## src/rtl/mpmc11_to_wdog.sv

```systemverilog
// Shared state type for the MPMC11 controller channels and a per-channel
// stuck-state watchdog that counts how long each channel sits in one
// non-IDLE state and raises a timeout strobe / sticky flag when a shared
// threshold is reached. There are no valid/ready handshakes here: every
// input is sampled on each rising clk edge and every output is a plain level.

package mpmc11_pkg;
    typedef enum logic [2:0] {
        IDLE = 3'd0,
        CMD  = 3'd1,
        ACT  = 3'd2,
        RD   = 3'd3,
        WR   = 3'd4,
        PRE  = 3'd5,
        REF  = 3'd6,
        ERR  = 3'd7
    } mpmc11_state_t;
endpackage

module mpmc11_to_wdog
    import mpmc11_pkg::*;
#(
    parameter int NCH               = 4,
    parameter int CW                = 16,
    parameter int RESTART_ON_CHANGE = 0,
    localparam int CHW              = (NCH > 1) ? $clog2(NCH) : 1
) (
    input  logic                          clk,
    input  logic                          rst,
    input  mpmc11_state_t [NCH-1:0]       state,
    input  mpmc11_state_t [NCH-1:0]       prev_state,
    input  logic          [NCH-1:0]       en,
    input  logic          [CW-1:0]        limit,
    input  logic          [NCH-1:0]       clr,
    input  logic                          ev_clr,
    output logic          [NCH-1:0][CW-1:0] to_cnt,
    output logic          [NCH-1:0]       to_pulse,
    output logic          [NCH-1:0]       to_flag,
    output logic                          to_any,
    output logic          [CHW-1:0]       to_chan,
    output logic          [7:0]           to_events
);

    localparam logic [CW-1:0] CNT_MAX = {CW{1'b1}};
    localparam logic [CW-1:0] CNT_ONE = CW'(1);
    localparam logic [7:0]    EV_MAX  = 8'hFF;

    logic [NCH-1:0][CW-1:0] cnt_q, cnt_d;
    logic [NCH-1:0]         pulse_q, pulse_d;
    logic [NCH-1:0]         flag_q, flag_d;
    logic [7:0]             ev_q, ev_d;
    logic [7:0]             new_pulses;
    logic [8:0]             ev_sum;

    // Per-channel rule priority: idle/disabled, state change, timeout, count.
    always_comb begin
        cnt_d   = cnt_q;
        pulse_d = '0;
        for (int i = 0; i < NCH; i++) begin
            if (state[i] == IDLE || !en[i]) begin
                cnt_d[i] = '0;
            end else if (state[i] != prev_state[i]) begin
                // A fresh state either restarts the count or freezes it for this cycle.
                if (RESTART_ON_CHANGE != 0) begin
                    cnt_d[i] = '0;
                end
            end else if (limit != '0 && cnt_q[i] >= limit) begin
                // >= so a limit lowered below the running count fires right away.
                cnt_d[i]   = '0;
                pulse_d[i] = 1'b1;
            end else if (cnt_q[i] != CNT_MAX) begin
                cnt_d[i] = cnt_q[i] + CNT_ONE;
            end
        end
    end

    // Sticky flags: a new timeout beats a simultaneous clear.
    always_comb begin
        flag_d = pulse_d | (flag_q & ~clr);
    end

    // Event total: add this edge's new pulses, saturate at 255; ev_clr restarts from them.
    always_comb begin
        new_pulses = '0;
        for (int i = 0; i < NCH; i++) begin
            new_pulses = new_pulses + 8'(pulse_d[i]);
        end
        ev_sum = {1'b0, ev_q} + {1'b0, new_pulses};
        if (ev_clr) begin
            ev_d = new_pulses;
        end else if (ev_sum[8]) begin
            ev_d = EV_MAX;
        end else begin
            ev_d = ev_sum[7:0];
        end
    end

    // All watchdog state, cleared at once by the asynchronous reset.
    always_ff @(posedge clk or posedge rst) begin
        if (rst) begin
            cnt_q   <= '0;
            pulse_q <= '0;
            flag_q  <= '0;
            ev_q    <= '0;
        end else begin
            cnt_q   <= cnt_d;
            pulse_q <= pulse_d;
            flag_q  <= flag_d;
            ev_q    <= ev_d;
        end
    end

    // Lowest-numbered flagged channel, 0 when nothing is flagged.
    always_comb begin
        logic found;
        to_chan = '0;
        found   = 1'b0;
        for (int i = 0; i < NCH; i++) begin
            if (flag_q[i] && !found) begin
                to_chan = CHW'(i);
                found   = 1'b1;
            end
        end
    end

    assign to_cnt    = cnt_q;
    assign to_pulse  = pulse_q;
    assign to_flag   = flag_q;
    assign to_any    = |flag_q;
    assign to_events = ev_q;

endmodule

```

## config.mk

```make
export PLATFORM = sky130hd
export DESIGN_NAME = mpmc11_to_wdog
export DESIGN_NICKNAME = d
export VERILOG_FILES = /design/src/rtl/mpmc11_to_wdog.sv
export SDC_FILE = /design/constraint.sdc
export NUM_CORES = 1
export LEC_CHECK = 0
export CORE_MARGIN = 5
export CORE_UTILIZATION = 56
export CTS_CLUSTER_DIAMETER = 120
export CTS_CLUSTER_SIZE = 16
export DETAILED_ROUTE_END_ITERATION = 16
export PLACE_DENSITY = 0.87
export SKIP_CTS_REPAIR_TIMING = 1
export SYNTH_ARGS = -nofsm -noshare
export SYNTH_HDL_FRONTEND = slang
export SYNTH_SLANG_ARGS = --single-unit
```

## constraint.sdc

```tcl
create_clock -name clk -period 8.3 [get_ports clk]
set_input_delay 1.66 -clock clk [delete_from_list [all_inputs] [get_ports clk]]
set_output_delay 1.66 -clock clk [all_outputs]
set_load 0.02 [all_outputs]
```

==> results of run 1 <==
stage by stage:
stage / cells / setup slack, ns / hold slack (ns) / utilization / instance area (um^2)
4_1_cts: 959 / 1.796 / 0.5672 / 0.7215 / 7752
6_report: 959 / 1.752 / 0.5822 / 0.7215 / 7752
3_3_place_gp: 943 / 1.689 / 0.5614 / 0.7053 / 7579
3_5_place_dp: 943 / 1.481 / 0.5566 / 0.7053 / 7579
5_1_grt: 959 / 1.490 / 0.5896 / 0.7215 / 7752
2_1_floorplan: 683 / 2.456 / 0.6301 / - / 6112
worst min path at each step:
stage | start | endpoint | slack (ns)
global route | to_cnt[25] | to_cnt[25] | 0.59
finish | to_cnt[45] | to_cnt[45] | 0.58
floorplan | to_cnt[34] | to_cnt[34] | 0.63
CTS | to_cnt[45] | to_cnt[45] | 0.57
detailed placement | to_cnt[45] | to_cnt[45] | 0.56
global placement | to_cnt[54] | to_cnt[54] | 0.56
state kept, by name, indices dropped and copies added (netlist names):
name and flops:
to_flag 4, to_pulse 4, to_events 8, to_cnt 64
synth_stat cells, drive strengths merged (2+ instances only):
cell and count:
mux2i 2, nand4 40, or2 4, ha 73, buf 4, and4 9
a22o 6, o2111ai 15, a211o 2, a2111oi 10, a21o 14, nor2 31
a21oi 30, or4 4, a22oi 4, mux2 2, o32ai 2, nor3 19
a211oi 3, or3 2, a221o 3, inv 48, o22ai 7, dfrtp 80
o31ai 40, xnor2 12, nor3b 2, a31o 11, o21a 4, nand2b 11
and3 18, nor2b 8, nand3 35, and2 8, xor2 4, clkbuf 12
nor4 8, a31oi 2, o31a 5, nand2 52, fa 2, o21ai 23
kinds of logic after synthesis:
kind of cell,count (synthesis),synth area share
flip-flops,80,0.3275
adder cells (fa/ha/maj),75,0.1560
XOR/XNOR,16,0.02293
multiplexers,4,0.006960
AND/OR/NAND/NOR,255,0.2237
AO/OA/AOI/OAI,189,0.2223
buffers and inverters,64,0.04053
critical path: cells and delay by family:
| kind | cells | cell delay (ns) |
|---|---|---|
| simple gates | 6 | 1.53 |
| compound gates | 4 | 1.01 |
| fa+ha+maj | 5 | 1.72 |
| mux | 1 | 0.17 |
| buf+inv | 4 | 0.76 |
area by class of cell:
type                    instances  area, um^2
multi-input cells             539        3867
repair buffers                136        1354
fillers                       823        2993
clock inverters                 5       32.53
inverters                      48       180.2
clock buffers                  11       141.4
well taps                     140       175.2
flip-flops and latches         80        2002
metal layers:
metal | GRT usage | share of wire
met1 | 0.3491 | 0.39
met2 | 0.4769 | 0.49
met3 | 0.05391 | 0.074
met4 | 0.1599 | 0.047
met5 | 0 | 0
report_power, final:
| group | switching, mW | internal [mW] | total [mW] |
|---|---|---|---|
| Clock | 0.149 | 0.116 | 0.265 |
| Sequential | 0.00411 | 0.392 | 0.396 |
| Combinational | 0.0703 | 0.0507 | 0.121 |
| Total | 0.224 | 0.558 | 0.782 |
==> metrics.md, run 1 <==
| Metric | Value |
|---|---|
| Chip Width | `114.5 um` |
| Root Driver | `clkbuf_8` |
| Hold depth | `1` |
| Post-route ant nets | `0` |
| Crit path max fanout | `6` |
| Synth cell types | `61` |
| Top-area cell type share of the netlist area | `0.3275` |
| Max Root-Sink Buffers | `2` |
| Initial DRC Count | `426` |
| Crit path cell chain | `clkdlybuf4s50_1, inv_1, ha_1, nand4_1, or4_1, o32a_1, a211o_1, nand2b_1, fa_1, inv_1, ha_1, ha_1, inv_1, fa_1, nor2b_1, o21ai_0, nor2_1, nand4_1, o21ai_0, mux2_2` |
| CTS tree | `built` |
| Status | `complete, no violations` |
| Worst endpoint required time | `8.61 ns` |
| # DRC | `0` |
| Largest net degree at the start of global routing | `81` |
| Initial antenna violation count | `0` |
| Largest cells by area after synthesis | `dfrtp_1 33%, ha_1 15%, o31ai_1 4.9%` |
| Nets@finish | `940` |
| Setup crit end kind | `register` |
| I/O pin count | `134` |
| Core area | `10,750 um^2` |
| Htree depth | `3` |
| Number of max-cap violations | `0` |
| Clock Sinks | `80` |
| Initial core utilization | `0.5688` |
| Reg2reg setup slack | `3.18 ns` |
| Primary FF master, synth | `dfrtp_1` |
| Crit Reg-Reg Endpoint | `to_events[2]` |
| Synth Area per Inst | `8.949 um^2` |
| Leak | `3.361 nW` |
| Period utilisation layout | `0.7889` |
| Global Route Usage Sum | `0.2869` |
| Pwr/cell area | `100.9 nW/um^2` |
| RSZ-0062 raised after global routing | `false` |
| First-pass GRT wire length | `30,340 um` |
| Hold Crit Class | `reg -> reg` |
| Max frequency | `152.7 MHz` |
| Ant diodes | `0` |
| Worst r2r path cells | `18` |
| Fraction of registers with async set/reset | `1.000` |
| Critical Path Source | `limit[13]` |
| Slew HR | `0.2279` |
| FF+latch count, synth | `80` |
| Die H | `114.5 um` |
| Most frequent cells in the layout | `133 x clkdlybuf4s50_1, 80 x dfrtp_1, 73 x ha_1` |
| R2r startpoint | `to_cnt[60]` |
| Final Hold Fails | `0` |
| Final GP Congestion | `0.9397` |
| Area Overhead vs Synth | `26.84%` |
| WL per Instance | `19.43 um` |
| First-pass detailed-route iteration total | `5` |
| Tmin final | `6.548 ns` |
| Share of cells above drive strength 1 | `0.03541` |
| Total gr overflow | `0` |
| Cell taking the most area after synthesis | `dfrtp_1` |
| WL final | `18,640 um` |
| Fin Setup TNS | `0 ns` |
| Syn_nets | `809` |
| Mapped Cells | `683` |
| Post-synthesis sequential area ratio | `0.3275` |
| Slowest-stage cell, CP | `or4_1` |
| CP max stage delay | `0.53 ns` |
| Final setup viols | `0` |
| Worst-Skew Late Latency | `0.37 ns` |
| Vias per cell | `6.609` |
| Synth Cell Area | `6112 um^2` |
| Crit path kind | `in -> reg` |
| Area of the die | `13,100 um^2` |
| Final Max Tran Viols | `0` |
| Final Total Pwr | `782.3 uW` |
| CP Capture Point | `to_events[2]` |
| Clock skew | `0.01009 ns` |
| Number of flops mapped to enable cells by yosys | `0` |
| Worst vdd ir | `0.06479 mV` |
| Row Count | `38` |
| Num CTS Buffers | `9` |
| Critical path startpoint category | `input pin` |
| Vias in the first global route | `6,269` |
| Via count | `6,338` |
| Worst Max-Slew Pin Slew | `1.129 ns` |
| Input/output buffers | `133` |
| Critical path arrival | `6.86 ns` |
| Clock transition at path regs | `0.08 ns` |
| Commonest non-fill, non-tap cell in the layout | `clkdlybuf4s50_1` |
| Dpl hpwl | `14,060 um` |
| Warnings, synthesis | `0` |
(Power assumes the default switching activity.)
==> inputs of run 2 (changes only) <==
--- a/config.mk
+++ b/config.mk
@@ -6,11 +6,11 @@
 export NUM_CORES = 1
 export LEC_CHECK = 0
 export CORE_MARGIN = 5
-export CORE_UTILIZATION = 56
+export CORE_UTILIZATION = 52
 export CTS_CLUSTER_DIAMETER = 120
 export CTS_CLUSTER_SIZE = 16
 export DETAILED_ROUTE_END_ITERATION = 16
-export PLACE_DENSITY = 0.87
+export PLACE_DENSITY = 0.82
 export SKIP_CTS_REPAIR_TIMING = 1
 export SYNTH_ARGS = -nofsm -noshare
 export SYNTH_HDL_FRONTEND = slang
==> constraint.sdc (replaced) <==
create_clock -name clk -period 6.1 [get_ports clk]
set_input_delay 1.22 -clock clk [delete_from_list [all_inputs] [get_ports clk]]
set_output_delay 1.22 -clock clk [all_outputs]
set_load 0.02 [all_outputs]
==> metrics.md, run 2 (same netlist as run 1, synthesis figures left out) <==
| Metric | Value |
|---|---|
| Status | `complete, no violations` |
| Final Hold Fails | `0 (unchanged)` |
| Worst-Skew Late Latency | `0.35 ns (-0.02 ns)` |
| Input/output buffers | `133 (unchanged)` |
| Crit path cell chain | `clkdlybuf4s50_1, inv_1, ha_1, nand4_1, or4_1, o32a_1, a211o_1, nand2b_1, fa_1, inv_1, ha_1, ha_1, inv_1, fa_1, nor2b_1, o21ai_0, nor2_1, nand4_1, buf_4, a21oi_1` |
| WL final | `19,540 um (+4.9%)` |
| Area Overhead vs Synth | `32.51%` |
| Largest net degree at the start of global routing | `50 (-38%)` |
| Row Count | `39 (+2.6%)` |
| Initial DRC Count | `618 (+45%)` |
| Initial core utilization | `0.5330 (-0.03581)` |
| Via count | `6,389 (+0.80%)` |
| Clock skew | `0.005025 ns (-0.005062 ns)` |
| Initial antenna violation count | `0 (unchanged)` |
| Crit path kind | `in -> reg` |
| Chip Width | `118.4 um (+3.4%)` |
| Htree depth | `3 (unchanged)` |
| Number of max-cap violations | `0 (unchanged)` |
| Critical path arrival | `6.13 ns (-0.73 ns)` |
| Cell Area, Placed | `7740 um^2 (+2.1%)` |
| Slowest-stage cell, CP | `clkdlybuf4s50_1` |
| Slew HR | `0.2437 (+0.01582)` |
| Nets@finish | `963 (+2.4%)` |
| Leak | `3.550 nW (+5.6%)` |
| Top sig layer | `met4` |
| Fin Setup TNS | `0 ns (unchanged)` |
| Final GP Congestion | `0.9362 (-0.37%)` |
| Post-route ant nets | `0 (unchanged)` |
| Worst path bufs/invs | `5 (+1)` |
| Hold Crit Endpoint | `to_cnt[54]` |
| DR WL met3 | `1225 um (-12%)` |
| First-pass GRT wire length | `31,350 um (+3.3%)` |
| Root Driver | `clkbuf_16` |
| Setup crit end kind | `register` |
| Clock transition at path regs | `0.06 ns (-0.02 ns)` |
| Worst r2r path cells | `18 (unchanged)` |
| Worst Max-Slew Pin Slew | `1.106 ns (-0.02313 ns)` |
| Tmin final | `5.861 ns` |
| CP max stage delay | `0.53 ns (about the same)` |
| Final core utilization | `0.7063 (-0.01520)` |
| Wl on met1 | `7659 um (+5.9%)` |
| Final Hold Slack | `0.5889 ns (+0.006665 ns)` |
| Period utilisation layout | `0.9608` |
| Critical path startpoint category | `input pin` |
| Vias per cell | `6.486 (-1.9%)` |
| Hold depth | `1 (unchanged)` |
| Max frequency | `170.6 MHz` |
| Clock Sinks | `80 (unchanged)` |
| Core area | `11,470 um^2 (+6.7%)` |
| Total gr overflow | `0 (unchanged)` |
| Final setup viols | `0 (unchanged)` |
| # DRC | `0 (unchanged)` |
| Final Max Tran Viols | `0 (unchanged)` |
| Global Route Usage Sum | `0.2714 (-0.01551)` |
| Num CTS Buffers | `9 (unchanged)` |
| Most frequent cells in the layout | `133 x clkdlybuf4s50_1, 80 x dfrtp_1, 73 x ha_1` |
| DR WL met2 | `9666 um (+5.7%)` |
| Ant diodes | `0 (unchanged)` |
| Share of cells above drive strength 1 | `0.06413 (+0.02872)` |
| Crit Reg-Reg Endpoint | `to_events[0]` |
| Area of the die | `14,020 um^2 (+7.0%)` |
| Dpl hpwl | `15,120 um (+7.5%)` |
| Critical path's top delay family | `adder cells` |
| Critical Path Source | `limit[14]` |
| Worst Hold Launch | `to_cnt[54]` |
| Commonest non-fill, non-tap cell in the layout | `clkdlybuf4s50_1` |
| WL per Instance | `19.84 um (+2.1%)` |
| Vias in the first global route | `6,249 (-0.32%)` |
| Pwr/cell area | `164.1 nW/um^2 (+63%)` |
| Worst vdd ir | `0.2505 mV (+290%)` |
| Max Root-Sink Buffers | `2 (unchanged)` |
| Crit path max fanout | `4 (-2)` |
| Worst endpoint required time | `6.37 ns (-2.24 ns)` |
| Die H | `118.4 um (+3.4%)` |
| Final worst setup slack | `0.2391 ns (-1.513 ns)` |
| First-pass detailed-route iteration total | `5 (unchanged)` |
| CTS tree | `built` |
| R2r startpoint | `to_cnt[59]` |
| Dpl ws | `-0.1419 ns (-1.623 ns)` |
| Final instance area | `8099 um^2 (+4.5%)` |
| Max reg flops | `64 (unchanged)` |
| I/O pin count | `134 (unchanged)` |
| Hold Crit Class | `reg -> reg` |
| Reg2reg setup slack | `1.12 ns (-2.06 ns)` |
run 2: final cells by class:
type,instances,area [um^2]
Multi-Input combinational cell,539,3874
Fill cell,892,3368
Sequential cell,80,2002
Timing Repair Buffer,159,1526
Clock buffer,11,252.7
Inverter,48,180.2
Tap cell,143,178.9
Clock inverter,5,85.08
run 2: power by group:
part           internal [mW]  switching (mW)
logic                 0.0770          0.0982
registers              0.534         0.00591
clock network          0.384           0.230
total                  0.995           0.334
run 2: how the worst max path moves through the flow:
stage	endpoint	slack (ns)	cells after the start
floorplan	to_events[2]	0.70	19
global placement	to_events[2]	0.02	20
detailed placement	to_events[2]	-0.14	20
CTS	to_events[2]	0.20	21
global route	to_events[1]	-0.007	20
finish	to_events[0]	0.24	20
run 2: routing by layer:
metal	vias up	track usage
li1	2948	-
met1	3073	0.3210
met2	294	0.4677
met3	74	0.04776
met4	0	0.1467
met5	-	0
run 2: metrics by stage:
stage / total power, mW / cells
after floorplan: 0.6373 / 683
after global placement: 0.7152 / 967
after detailed placement: 0.7221 / 967
after CTS: 1.331 / 983
after global routing: 1.375 / 985
final: 1.329 / 985
==> inputs of run 3 (changes only) <==
--- a/config.mk
+++ b/config.mk
@@ -5,11 +5,13 @@
 export SDC_FILE = /design/constraint.sdc
 export NUM_CORES = 1
 export LEC_CHECK = 0
+export CAP_MARGIN = 20
 export CORE_MARGIN = 5
 export CORE_UTILIZATION = 52
 export CTS_CLUSTER_DIAMETER = 120
 export CTS_CLUSTER_SIZE = 16
 export DETAILED_ROUTE_END_ITERATION = 16
+export GPL_TIMING_DRIVEN = 0
 export PLACE_DENSITY = 0.82
 export SKIP_CTS_REPAIR_TIMING = 1
 export SYNTH_ARGS = -nofsm -noshare
==> metrics.md, run 3 (same netlist as run 1, synthesis figures left out) <==
| Metric | Value |
|---|---|
| Chip Width | `118.4 um (unchanged)` |
| Post-route ant nets | `0 (unchanged)` |
| Worst Max-Slew Pin Slew | `1.014 ns (-0.09205 ns)` |
| Number of max-cap violations | `0 (unchanged)` |
| Crit path max fanout | `6 (+2)` |
| First-pass GRT wire length | `30,890 um (-1.5%)` |
| Global Route Usage Sum | `0.2649 (-0.006481)` |
| Core area | `11,470 um^2 (unchanged)` |
| I/O pin count | `134 (unchanged)` |
| Area of the die | `14,020 um^2 (unchanged)` |
| Initial DRC Count | `424 (-31%)` |
| DR WL met3 | `1245 um (+1.6%)` |
| Worst vdd ir | `0.1526 mV (-39%)` |
| Critical path arrival | `6.17 ns (+0.04 ns)` |
| Logic pwr share | `0.137 (+0.005)` |
| Setup crit end kind | `register` |
| Leak | `3.469 nW (-2.3%)` |
| Top sig layer | `met4` |
| Worst-Skew Late Latency | `0.35 ns (about the same)` |
| Hold Crit Class | `reg -> reg` |
| Htree depth | `3 (unchanged)` |
| Switching Share | `0.2558 (+0.004347)` |
| Final Hold Fails | `0 (unchanged)` |
| Max Root-Sink Buffers | `2 (unchanged)` |
| Most frequent cells in the layout | `131 x clkdlybuf4s50_1, 80 x dfrtp_1, 71 x ha_1` |
| Root Driver | `clkbuf_16` |
| Tmin final | `5.882 ns (+0.02149 ns)` |
| Wl on met1 | `7629 um (-0.39%)` |
| Final Hold Slack | `0.5661 ns (-0.02275 ns)` |
| Commonest non-fill, non-tap cell in the layout | `clkdlybuf4s50_1` |
| Final core utilization | `0.7008 (-0.005456)` |
| Status | `complete, no violations` |
| Vias per cell | `6.404 (-1.3%)` |
| Initial core utilization | `0.5330 (unchanged)` |
| Clock Sinks | `80 (unchanged)` |
| # DRC | `0 (unchanged)` |
| Area Overhead vs Synth | `31.48%` |
| NetSw | `320.4 uW (-4.1%)` |
| CTS tree | `built` |
| Initial antenna violation count | `0 (unchanged)` |
| Num CTS Buffers | `9 (unchanged)` |
| Ant diodes | `0 (unchanged)` |
| Input/output buffers | `132 (-0.75%)` |
| Clock share of power | `0.433 (-0.029)` |
| Final GP Congestion | `0.9410 (+0.51%)` |
| Vias in the first global route | `6,230 (-0.30%)` |
| Total gr overflow | `0 (unchanged)` |
| Dpl hpwl | `14,440 um (-4.5%)` |
| WL final | `18,850 um (-3.6%)` |
| Clock transition at path regs | `0.06 ns (about the same)` |
| First-pass detailed-route iteration total | `5 (unchanged)` |
| Reg power frac | `0.431 (+0.025)` |
| Cell-internal power | `932.1 uW (-6.3%)` |
| Max reg flops | `64 (unchanged)` |
| Nets@finish | `958 (-0.52%)` |
| Crit path kind | `in -> reg` |
| Final Total Pwr | `1.253 mW (-5.7%)` |
| Final Max Tran Viols | `0 (unchanged)` |
| Slew HR | `0.3067 (+0.06296)` |
| Clock skew | `0.006264 ns (+0.001239 ns)` |
| Period utilisation layout | `0.9643 (+0.003523)` |
| Critical path startpoint category | `input pin` |
| Max frequency | `170.0 MHz (-0.37%)` |
| WL per Instance | `19.25 um (-3.0%)` |
| Largest net degree at the start of global routing | `64 (+28%)` |
| Final setup viols | `0 (unchanged)` |
| Worst endpoint required time | `6.39 ns (+0.02 ns)` |
| Via count | `6,270 (-1.9%)` |
| Pwr/cell area | `155.9 nW/um^2 (-5.0%)` |
| Row Count | `39 (unchanged)` |
| DR WL met2 | `9260 um (-4.2%)` |
| Share of cells above drive strength 1 | `0.05502 (-0.009109)` |
| Die H | `118.4 um (unchanged)` |
[run 3: power by group through the flow]
stage | Sequential [mW] | Combinational (mW) | Clock (mW)
after floorplan | 0.552 | 0.0853 | 0
after global placement | 0.549 | 0.159 | 0
after detailed placement | 0.549 | 0.168 | 0
after CTS | 0.539 | 0.169 | 0.547
after global routing | 0.540 | 0.189 | 0.570
final | 0.539 | 0.171 | 0.542
[run 3: path summary, 6_finish.rpt]
check | startpoint | to | slack [ns] | cells past startpoint
setup / recovery | limit[11] | to_events[2] | 0.22 | 20
hold / removal | to_cnt[31] | to_cnt[31] | 0.57 | 1
setup reg to reg | to_cnt[61] | to_events[2] | 1.21 | 18
hold reg to reg | to_cnt[31] | to_cnt[31] | 0.57 | 1
max in group asynchronous | rst | to_cnt[19] | 4.34 | 3
min in group asynchronous | rst | to_cnt[53] | 1.16 | 2
[run 3: final cells by class]
class	instances	area (um^2)
Fill cell	879	3431
Clock buffer	12	246.5
Multi-Input combinational cell	539	3926
Sequential cell	80	2002
Timing Repair Buffer	138	1389
Inverter	48	182.7
Buffer	16	68.82
Clock inverter	3	42.54
Tap cell	143	178.9
[run 3: metal layers]
layer | track usage | up-vias
met2 | 0.4346 | 254
met1 | 0.3368 | 3010
met4 | 0.1347 | 0
met3 | 0.04537 | 54
li1 | - | 2952
met5 | 0 | -
[run 3: critical path, cell delays in order]
cell	delay, ns
clkdlybuf4s50_1	0.51
inv_1	0.15
ha_4	0.31
nand4_1	0.12
or4_1	0.54
o32a_1	0.38
a211o_1	0.30
nand2b_4	0.17
fa_1	0.49
inv_1	0.04
ha_1	0.18
ha_1	0.30
inv_1	0.07
fa_1	0.43
nor2b_2	0.16
o21ai_2	0.09
nor2_2	0.14
nand4_1	0.25
o21ai_1	0.16
mux2_2	0.16
[run 3: metrics by stage]
| step | instance area (um^2) | std cells | setup WS (ns) | TNS [ns] |
|---|---|---|---|---|
| 6_report | 8036 | 979 | 0.2176 | 0 |
| 5_1_grt | 8036 | 979 | -0.01927 | -0.01927 |
| 4_1_cts | 7931 | 974 | -0.1118 | -0.2196 |
| 3_5_place_dp | 7642 | 959 | -0.4496 | -2.647 |
| 3_3_place_gp | 7612 | 958 | -0.2614 | -1.219 |
| 2_1_floorplan | 6112 | 683 | 0.6956 | 0 |
